### config.mk
export PLATFORM = sky130hd
export DESIGN_NAME = poli_apb_master
export DESIGN_NICKNAME = d
export VERILOG_FILES = /design/src/rtl/poli_apb_master.sv
export SDC_FILE = /design/constraint.sdc
export NUM_CORES = 1
export LEC_CHECK = 0
export ABC_AREA = 1
export BUFFER_PORTS_ARGS = -buffer_cell sky130_fd_sc_hd__buf_2
export CAP_MARGIN = 20
export CORE_AREA = 5 5 105 107
export CTS_CLUSTER_DIAMETER = 150
export DETAILED_ROUTE_END_ITERATION = 10
export DIE_AREA = 0 0 110 112
export GPL_TIMING_DRIVEN = 1
export PLACE_DENSITY = 0.84
export SLEW_MARGIN = 20
export SYNTH_ARGS = -nofsm -noshare
export SYNTH_HDL_FRONTEND = slang
export SYNTH_SLANG_ARGS = --single-unit
### constraint.sdc
create_clock -name CLK -period 2.2 [get_ports CLK]
set_clock_uncertainty 0.1 [all_clocks]
set_input_delay 0.44 -clock CLK [delete_from_list [all_inputs] [get_ports CLK]]
set_output_delay 0.44 -clock CLK [all_outputs]
set_load 0.02 [all_outputs]
### src/rtl/poli_apb_master.sv
// APB master front-end for POLI: takes one read/write command at a time on a
// valid/ready port, runs a SETUP/ACCESS transfer with a bounded PREADY wait,
// and returns read data plus a timeout error flag on a valid/ready port.
module poli_apb_master #(
    parameter int ADDR_W  = 32,
    parameter int DATA_W  = 32,
    parameter int TIMEOUT = 16
) (
    input  logic              CLK,
    input  logic              nRST,
    input  logic              cmd_valid,
    output logic              cmd_ready,
    input  logic              cmd_write,
    input  logic [ADDR_W-1:0] cmd_addr,
    input  logic [DATA_W-1:0] cmd_wdata,
    output logic              rsp_valid,
    input  logic              rsp_ready,
    output logic [DATA_W-1:0] rsp_rdata,
    output logic              rsp_err,
    output logic              PSEL,
    output logic              PENABLE,
    output logic              PWRITE,
    output logic [ADDR_W-1:0] PADDR,
    output logic [DATA_W-1:0] PWDATA,
    input  logic [DATA_W-1:0] PRDATA,
    input  logic              PREADY,
    output logic              busy
);

    localparam int CNT_W_RAW    = $clog2(TIMEOUT + 1);
    localparam int CNT_W        = (CNT_W_RAW < 1) ? 1 : CNT_W_RAW;
    localparam int TIMEOUT_LAST = (TIMEOUT == 0) ? 0 : TIMEOUT - 1;

    localparam logic [CNT_W-1:0] CNT_LAST = CNT_W'(TIMEOUT_LAST);
    localparam logic [CNT_W-1:0] CNT_MAX  = '1;

    typedef enum logic [1:0] {
        IDLE,
        SETUP,
        ACCESS,
        RESP
    } state_t;

    state_t              state_q;
    logic [CNT_W-1:0]    wait_cnt_q;
    logic                psel_q;
    logic                penable_q;
    logic                pwrite_q;
    logic [ADDR_W-1:0]   paddr_q;
    logic [DATA_W-1:0]   pwdata_q;
    logic                rsp_valid_q;
    logic                rsp_err_q;
    logic [DATA_W-1:0]   rsp_rdata_q;

    // Transfer sequencer: command accept, APB phases, wait/timeout, response hold
    always_ff @(posedge CLK or negedge nRST) begin
        if (!nRST) begin
            state_q     <= IDLE;
            wait_cnt_q  <= '0;
            psel_q      <= 1'b0;
            penable_q   <= 1'b0;
            pwrite_q    <= 1'b0;
            paddr_q     <= '0;
            pwdata_q    <= '0;
            rsp_valid_q <= 1'b0;
            rsp_err_q   <= 1'b0;
            rsp_rdata_q <= '0;
        end else begin
            case (state_q)
                IDLE: begin
                    if (cmd_valid) begin
                        pwrite_q <= cmd_write;
                        paddr_q  <= cmd_addr;
                        pwdata_q <= cmd_wdata;
                        psel_q   <= 1'b1;
                        state_q  <= SETUP;
                    end
                end
                SETUP: begin
                    penable_q  <= 1'b1;
                    wait_cnt_q <= '0;
                    state_q    <= ACCESS;
                end
                ACCESS: begin
                    if (PREADY) begin
                        rsp_rdata_q <= pwrite_q ? '0 : PRDATA;
                        rsp_err_q   <= 1'b0;
                        psel_q      <= 1'b0;
                        penable_q   <= 1'b0;
                        rsp_valid_q <= 1'b1;
                        state_q     <= RESP;
                    end else if ((TIMEOUT != 0) && (wait_cnt_q == CNT_LAST)) begin
                        rsp_rdata_q <= '0;
                        rsp_err_q   <= 1'b1;
                        psel_q      <= 1'b0;
                        penable_q   <= 1'b0;
                        rsp_valid_q <= 1'b1;
                        state_q     <= RESP;
                    end else if (wait_cnt_q != CNT_MAX) begin
                        // Saturates so a disabled timeout never wraps the count
                        wait_cnt_q <= wait_cnt_q + CNT_W'(1);
                    end
                end
                RESP: begin
                    if (rsp_ready) begin
                        rsp_valid_q <= 1'b0;
                        rsp_err_q   <= 1'b0;
                        state_q     <= IDLE;
                    end
                end
                default: begin
                    state_q <= IDLE;
                end
            endcase
        end
    end

    assign cmd_ready = (state_q == IDLE);
    assign busy      = (state_q != IDLE);
    assign PSEL      = psel_q;
    assign PENABLE   = penable_q;
    assign PWRITE    = pwrite_q;
    assign PADDR     = paddr_q;
    assign PWDATA    = pwdata_q;
    assign rsp_valid = rsp_valid_q;
    assign rsp_err   = rsp_err_q;
    assign rsp_rdata = rsp_rdata_q;

endmodule

==> results of run 1 <==
## metrics by stage
stage	cells	utilization [%]	setup slack (ns)	hold slack [ns]	instance area [um^2]
floorplan	516	-	0.231	0.0444	4590
global placement	831	56.7	0.466	0.337	5700
detailed placement	831	56.7	0.336	0.343	5700
CTS	848	59.1	0.0655	0.170	5940
global route	848	59.2	0.101	0.182	5950
finish	848	59.2	0.204	0.193	5950
## synth_stat cells
library cell	count	area share, %
nand2_1	199	16
dfrtp_1	108	59
nand3_1	102	11
o21ai_0	29	3.2
inv_1	16	1.3
clkbuf_1	15	1.2
buf_2	14	1.5
ha_1	8	2.2
nand3_2	5	1.1
buf_6	4	0.98
o21ai_1	4	0.44
nand4_1	3	0.41
buf_4	2	0.33
nor2_1	2	0.16
nor2_4	2	0.49
inv_2	1	0.082
nor2_2	1	0.14
o211ai_1	1	0.16
## power by group
| part | internal [W] | total (W) | switching, W |
|---|---|---|---|
| combinational | 0.00130 | 0.00409 | 0.00279 |
| sequential | 0.00287 | 0.00338 | 0.000508 |
| clock | 0.000670 | 0.00133 | 0.000662 |
| total | 0.00484 | 0.00881 | 0.00396 |
## path summary, 6_finish.rpt
kind,from,slack [ns],endpoint,depth (start not counted)
worst max-delay path,state_q[0]$_DFFE_PN0P_,0.20,busy,4
min in group asynchronous,nRST,0.49,rsp_rdata[26]$_DFFE_PN0P_,2
worst max register to register,wait_cnt_q[0]$_DFFE_PN0P_,0.31,rsp_rdata[11]$_DFFE_PN0P_,8
worst min-delay path,cmd_addr[29],0.19,PADDR[29]$_DFFE_PN0P_,3
worst min register to register,rsp_err$_DFFE_PN0P_,0.37,rsp_err$_DFFE_PN0P_,2
max in group asynchronous,nRST,0.85,PADDR[20]$_DFFE_PN0P_,3
## per-layer routing
layer | vias to the layer above | track usage, % | wire (um)
met5 | - | 0 | 0
met4 | 0 | 8.06 | 242
met3 | 20 | 5.28 | 1280
met2 | 228 | 31.6 | 5700
met1 | 1909 | 25.9 | 5050
li1 | 2040 | - | -
## logic make-up (layout without fill, tap and decap cells)
group                      after synthesis  count (layout)
DFF                                    108             108
AOI/OAI and AO/OA                       34              34
buffers and inverters                   52             248
adders and majority gates                8               8
and+or+nand+nor                        314             314
## area by class of cell
class | instances | area, um^2
Fill cell | 899 | 4100
Sequential cell | 108 | 2700
Multi-Input combinational cell | 356 | 1650
Timing Repair Buffer | 215 | 1130
Tap cell | 136 | 170
Clock buffer | 10 | 138
Clock inverter | 6 | 87.6
Inverter | 17 | 63.8
## state kept, by name, indices dropped and copies added, names as in the netlist
signal and cells:
rsp_rdata 32, wait_cnt_q 5, state_q 2, rsp_err 1
PENABLE 1, PSEL 1, rsp_valid 1, PADDR 32
PWDATA 32, PWRITE 1
## cells in the final DEF (no fill, tap or decap), drive strengths merged
master	synthesis	final
buf	20	214
bufinv	0	2
clkbuf	15	10
clkinv	0	1
clkinvlp	0	3
dfrtp	108	108
dlygate4sd3	0	1
ha	8	8
inv	17	17
nand2	199	199
nand3	107	107
nand4	3	3
nor2	5	5
o211ai	1	1
o21ai	33	33
## worst min-delay path: stages
cell,delay (ns)
buf_2,0.07
nand3_1,0.06
nand2_1,0.06
## what timing repair did
action	CTS	global route
hold endpoints to repair	37	0
hold buffers	1	0
endpoints found under the setup margin	0	1
gates resized for setup	0	1
==> results.ini, run 1 <==
[setup_path]
path_buf_inv = 3
cp_data_arrival_time_ns = 1.46
crit_family = buffers and inverters
cp.required_ns = 1.66
worstSetupStartpointType = flip-flop
path_cells = inv_1 -> ha_4 -> inv_1 -> buf_2
crit_path_max_incr_delay_ns = 0.43
crit_fanout = 12
path_common_cell = inv_1
end_kind = primary output
critPathKind = flip-flop to primary output
cp_slowest_cell = dfrtp_1

[timing]
fin_crit_sh_pct = 90.7
slew_violations = 0
relSlewSlack_pct = 59.1
setup_tns_ns = 0
post-route-min-period_ns = 2.00
setup_viol = 0
finalHoldViolCount = 0
rsz0062_at_grt = no
fmax_mhz = 501
worstMarginPinSlew_ns = 0.614

[global_routing]
grt_usage_pct = 20.0
grt_first_pass_wirelength_um = 19600
gr-total-overflow = 0
grt_antenna_before_repair = 0
grt_pass1_vias = 4075
grt_max_degree = 65

[synthesis]
synth_area_um2 = 4590
synth.distinct_cells = 18
synth_xor_area_share_pct = 0
synth.area.mux_share_pct = 0
ys_seq_area_share_pct = 58.9
synth_fp_nets = 626
ys_ff_latch = 108
syn_avg_cell_area_um2 = 8.89
synth-adder-area-share_pct = 2.18
synth_top_family_by_area = simple AND/OR/NAND/NOR gates
synth_compound_area_share_pct = 3.76
synth-simple-area-share_pct = 29.7
syn_inst = 516
ys_warn_count = 0

[layout]
area_growth_pct = 29.6
layout.nets = 817
n_antenna_cell = 0
drive_gt1_share_pct = 33.8

[power_and_ir_drop]
finalPower_w = 0.00881
p_leak_nw = 3.49
peakVddDrop_uv = 646
p_per_area_nw_per_um2 = 1480

[floorplanning]
die_height_um = 112
initial_core_util_pct = 45.7
rows = 37
dieArea_um2 = 12300
pin_count = 205
core_area_um2 = 10000
dieWidth_um = 110

[routing]
first_pass_iters = 4
drc = 0
ant_nets = 0
drt-initial-drc-count = 315
vias = 4197
drt_wl_total_um = 12300
avgViaCountPerCell = 4.95
wl_per_cell_um = 14.5

[clocking]
clock-root-buffer = clkbuf_8
cts.sinks = 108
cts_tree = built
cts_setup_buffers = 0
clkLatencyLatePin_ns = 0.36
cts_buffers = 9
clock_path_buffers = 2
htree_levels = 3
clk_pin_slew_worst_paths_ns = 0.11

[run]
max_cap_violations = 0

[hold_path]
hold_class = input port to flip-flop

[place]
routabilityCongestion = 0.789
port-buffer-count = 204
hpwl_um = 9030

[run_status]
status = finished clean

Note: power is estimated with default switching activity, not from simulation.
==> run 2, diff against run 1 <==
Settings changed: CORE_AREA 5 5 105 107 to 5 5 101 103, DIE_AREA 0 0 110 112 to 0 0 106 108, PLACE_DENSITY 0.84 to 0.9.
Clock period 2.2 ns to 2.6 ns, I/O delays scaled along.
==> results.ini, run 2 (synthesized netlist as in run 1, its figures left out) <==
[clocking]
cts_buffers = 9  ; unchanged
postCtsHoldBufs = 0  ; -1
cts.sinks = 108  ; unchanged
clkLatencyLatePin_ns = 0.35  ; about the same
cts_tree = built
clock-root-buffer = clkbuf_8
cts_setup_buffers = 0  ; unchanged
ctsResizeCount = 0  ; unchanged
htree_levels = 3  ; unchanged
clock_path_buffers = 2  ; unchanged
clk_pin_slew_worst_paths_ns = 0.11  ; about the same

[routing]
avgViaCountPerCell = 5.21  ; +5.2%
drt-initial-drc-count = 233  ; -26%
vias = 4284  ; +2.1%
ant_nets = 0  ; unchanged
first_pass_iters = 5  ; +1
drt_wl_total_um = 12300  ; +0.60%
wl_per_cell_um = 15.0  ; +3.7%
drc = 0  ; unchanged

[global_routing]
grt_usage_pct = 21.9  ; +2.0 points
gr-total-overflow = 0  ; unchanged
grt_first_pass_wirelength_um = 20300  ; +3.5%
grt_antenna_before_repair = 0  ; unchanged
grt_pass1_vias = 4289  ; +5.3%
grt_max_degree = 47  ; -28%

[floorplanning]
dieWidth_um = 106  ; -3.6%
dieArea_um2 = 11400  ; -7.1%
core_area_um2 = 9110  ; -9.3%
initial_core_util_pct = 50.4  ; +4.7 points
die_height_um = 108  ; -3.6%
pin_count = 205  ; unchanged
rows = 35  ; -5.4%

[power_and_ir_drop]
p_leak_nw = 3.48  ; -0.47%
finalPower_w = 0.00724  ; -18%
p_per_area_nw_per_um2 = 1240  ; -17%
pwr-share-seq_pct = 39.4  ; +1.0 points
power.switching_w = 0.00335  ; -15%
p_clk_share_pct = 13.2  ; -1.9 points
internal-power_w = 0.00389  ; -20%
peakVddDrop_uv = 577  ; -11%
p_comb_share_pct = 47.4  ; +0.9 points
sw_frac_of_total_pct = 46.3  ; +1.3 points

[setup_path]
end_kind = primary output
critPathKind = flip-flop to primary output
cp.required_ns = 1.98  ; +0.32 ns
crit_fanout = 17  ; +5
crit_start = state_q[1]$_DFFE_PN0P_
cp_data_arrival_time_ns = 1.58  ; +0.12 ns
worstSetupStartpointType = flip-flop
r2r-start = wait_cnt_q[0]$_DFFE_PN0P_

[place]
port-buffer-count = 204  ; unchanged
routabilityCongestion = 0.821  ; +4.0%
hpwl_um = 9290  ; +2.9%

[layout]
layout.nets = 817  ; unchanged
n_antenna_cell = 0  ; unchanged
area_growth_pct = 27.7
drive_gt1_share_pct = 34.0  ; +0.14 points
layout_commonest_cell = buf_2
final_util_pct = 64.3  ; +5.2 points
final_cell_mix = buf_2 (203), nand2_1 (198), dfrtp_1 (108)

[hold_path]
hold_class = input port to asynchronous set/reset pin

[run]
max_cap_violations = 0  ; unchanged

[run_status]
status = finished with violations
violations = negative hold slack

[timing]
post-route-min-period_ns = 2.20
slew_violations = 0  ; unchanged
relSlewSlack_pct = 62.8  ; +3.7 points
fmax_mhz = 454
whs_ns = -0.00484  ; -0.198 ns
fin_crit_sh_pct = 84.6
setup_tns_ns = 0  ; unchanged
worstMarginPinSlew_ns = 0.558  ; -0.0559 ns
rsz0062_at_grt = no
setup_viol = 0  ; unchanged
finalHoldViolCount = 4  ; +4

==> run 2: critical path: stages (launching register included) <==
cell     delay, ns
dfrtp_1       0.43
inv_1         0.12
ha_2          0.43
buf_2         0.24
==> run 2: per-layer routing <==
layer / global-route usage, % / routed length, um / up-vias
li1: - / - / 2045
met1: 27.1 / 4880 / 2020
met2: 38.0 / 6260 / 199
met3: 5.31 / 1000 / 20
met4: 7.40 / 206 / 0
met5: 0 / 0 / -
==> run 2: power by group through the flow <==
stage                     Combinational [W]  Clock, W  Sequential, W
after floorplan                     0.00136         0        0.00373
final                               0.00343  0.000954        0.00285
after global placement              0.00335         0        0.00284
after detailed placement            0.00349         0        0.00286
after CTS                           0.00348  0.000987        0.00285
after global routing                0.00380   0.00107        0.00295
==> run 2: layout make-up <==
| class | count | area [um^2] |
|---|---|---|
| Clock buffer | 10 | 138 |
| Clock inverter | 6 | 46.3 |
| Fill cell | 746 | 3250 |
| Inverter | 17 | 63.8 |
| Multi-Input combinational cell | 356 | 1640 |
| Sequential cell | 108 | 2700 |
| Tap cell | 111 | 139 |
| Timing Repair Buffer | 215 | 1130 |
==> run 2: final timing paths <==
| kind | slack (ns) | depth (start not counted) | endpoint |
|---|---|---|---|
| worst max register to register | 0.67 | 9 | rsp_rdata[15]$_DFFE_PN0P_ |
| worst min register to register | 0.38 | 2 | PWDATA[1]$_DFFE_PN0P_ |
| max in group asynchronous | 1.75 | 2 | rsp_err$_DFFE_PN0P_ |
| min in group CLK | 0.29 | 3 | PWDATA[16]$_DFFE_PN0P_ |
| worst min-delay path | -0.005 | 1 | rsp_rdata[29]$_DFFE_PN0P_ |
| worst max-delay path | 0.40 | 3 | cmd_ready |
==> run 2: stage by stage <==
step / instances / instance area, um^2 / setup slack (ns) / hold slack, ns
global placement: 807 / 5680 / 0.789 / 0.349
finish: 823 / 5860 / 0.399 / -0.00484
global route: 823 / 5860 / 0.286 / 0.0224
detailed placement: 807 / 5680 / 0.703 / 0.353
CTS: 823 / 5860 / 0.346 / 0.00526
floorplan: 516 / 4590 / 0.551 / 0.124
==> run 3, diff against run 2 <==
Settings changed: CORE_AREA 5 5 101 103 to 5 5 110 112, DIE_AREA 0 0 106 108 to 0 0 115 117, PLACE_DENSITY 0.9 to 0.8.
Clock period 2.6 ns to 1.99 ns, I/O delays scaled along.
==> results.ini, run 3 (synthesized netlist as in run 1, its figures left out) <==
[timing]
fin_crit_sh_pct = 93.0
rsz0062_at_grt = yes
whs_ns = -0.0225  ; -0.0176 ns
setup_tns_ns = 0  ; unchanged
worstMarginPinSlew_ns = 0.601  ; +0.0429 ns
worst_slack_ns = 0.139  ; -0.261 ns
finalHoldViolCount = 9  ; +5
fmax_mhz = 540
setup_viol = 0  ; unchanged
relSlewSlack_pct = 60.0  ; -2.8 points
post-route-min-period_ns = 1.85
slew_violations = 0  ; unchanged

[routing]
drt-initial-drc-count = 371  ; +59%
ant_nets = 0  ; unchanged
vias = 4147  ; -3.2%
drt_wl_total_um = 12100  ; -1.9%
avgViaCountPerCell = 4.83  ; -7.1%
drc = 0  ; unchanged
first_pass_iters = 4  ; -1
wl_per_cell_um = 14.1  ; -5.9%

[clocking]
clock_path_buffers = 2  ; unchanged
clkLatencyLatePin_ns = 0.34  ; about the same
cts.sinks = 108  ; unchanged
cts_tree = built
clk_pin_slew_worst_paths_ns = 0.07  ; -0.04 ns
clock-root-buffer = clkbuf_16
htree_levels = 3  ; unchanged
cts_buffers = 9  ; unchanged

[power_and_ir_drop]
p_leak_nw = 3.56  ; +2.3%
peakVddDrop_uv = 917  ; +59%
finalPower_w = 0.0100  ; +38%
p_per_area_nw_per_um2 = 1650  ; +33%

[run_status]
violations = negative hold slack
status = finished with violations

[setup_path]
cp_slowest_cell = dfrtp_1
path_common_cell = inv_1
crit_fanout = 8  ; -9
critPathKind = flip-flop to primary output
ff2ff_path_depth = 9  ; unchanged
path_cells = inv_1 -> ha_4 -> inv_1 -> buf_2
cp.required_ns = 1.49  ; -0.49 ns
crit_path_max_incr_delay_ns = 0.42  ; about the same
worstSetupStartpointType = flip-flop
cp_data_arrival_time_ns = 1.35  ; -0.23 ns
end_kind = primary output

[global_routing]
grt_antenna_before_repair = 0  ; unchanged
grt_max_degree = 109  ; +130%
grt_pass1_vias = 3986  ; -7.1%
grt_usage_pct = 17.7  ; -4.2 points
gr-total-overflow = 0  ; unchanged
grt_first_pass_wirelength_um = 19200  ; -5.5%

[layout]
final_util_pct = 54.6  ; -9.7 points
drive_gt1_share_pct = 34.4  ; +0.42 points
area_growth_pct = 32.5
layout_commonest_cell = buf_2
n_antenna_cell = 0  ; unchanged
final_cell_mix = buf_2 (203), nand2_1 (198), dfrtp_1 (108)
layout.nets = 821  ; +0.49%
fill_cells = 1038  ; +39%

[place]
port-buffer-count = 204  ; unchanged
dp_slack_ns = -0.108  ; -0.811 ns
routabilityCongestion = 0.777  ; -5.3%
hpwl_um = 8500  ; -8.5%

[floorplanning]
pin_count = 205  ; unchanged
dieWidth_um = 115  ; +8.5%
core_area_um2 = 11100  ; +22%
rows = 39  ; +11%
initial_core_util_pct = 41.2  ; -9.1 points
dieArea_um2 = 13500  ; +18%
die_height_um = 117  ; +8.3%

[hold_path]
hold_class = input port to asynchronous set/reset pin

[run]
max_cap_violations = 0  ; unchanged

==> run 3: cell count changes in the layout (fill, tap and decap cells not counted), sizes merged <==
cell | previous run | this run
buf | 215 | 218
clkbuf | 10 | 9
clkinvlp | 2 | 1
inv | 19 | 20
nor2 | 5 | 6
==> run 3: area by class of cell <==
| class | count | area (um^2) | area share [%] |
|---|---|---|---|
| flip-flops and latches | 108 | 2700 | 44.5 |
| repair buffers | 218 | 1190 | 19.7 |
| clock buffers | 9 | 225 | 3.70 |
| multi-input cells | 357 | 1670 | 27.4 |
| clock inverters | 6 | 47.5 | 0.782 |
| well taps | 143 | 179 | 2.94 |
| inverters | 17 | 63.8 | 1.05 |
==> run 3: where the power goes <==
group	total (W)	switching, W	leakage (nW)	internal (W)
Clock	0.00167	0.000812	0.133	0.000856
Combinational	0.00463	0.00312	2.04	0.00151
Sequential	0.00371	0.000529	1.38	0.00318
Total	0.0100	0.00446	3.56	0.00554
==> run 3: path summary, 6_finish.rpt <==
path | end | start | slack [ns]
worst max-delay path | busy | state_q[0]$_DFFE_PN0P_ | 0.14
worst min-delay path | rsp_rdata[27]$_DFFE_PN0P_ | nRST | -0.02
worst max register to register | wait_cnt_q[0]$_DFFE_PN0P_ | wait_cnt_q[1]$_DFFE_PN0P_ | 0.16
worst min register to register | PWDATA[9]$_DFFE_PN0P_ | PWDATA[9]$_DFFE_PN0P_ | 0.37
max in group asynchronous | rsp_valid$_DFFE_PN0P_ | nRST | 1.32
min in group CLK | rsp_rdata[23]$_DFFE_PN0P_ | PRDATA[23] | 0.17
==> run 3: critical path: cells and delay by family, from the launching register on <==
family / cells / cell delay (ns)
adder cells (fa/ha/maj): 1 / 0.23
buffers and inverters: 3 / 0.36
flip-flops: 1 / 0.42
==> run 3: metal layers <==
metal,wire length (um),global-route usage [%]
met1,5320,24.7
met2,5650,27.1
met3,1010,4.42
met4,140,6.18
met5,0,0
==> run 3: stage by stage <==
stage	std cells	cell area (um^2)
finish	858	6080
global route	858	6080
CTS	855	6010
detailed placement	839	5730
global placement	839	5730
floorplan	516	4590
==> run 3: what timing repair did <==
action | in CTS | in global routing
setup buffers | 0 | 3
setup endpoints to repair | 34 | 27
pin swaps | 0 | 1
gates cloned | 1 | 0
resized for setup | 1 | 3
hold buffers | 0 | 0
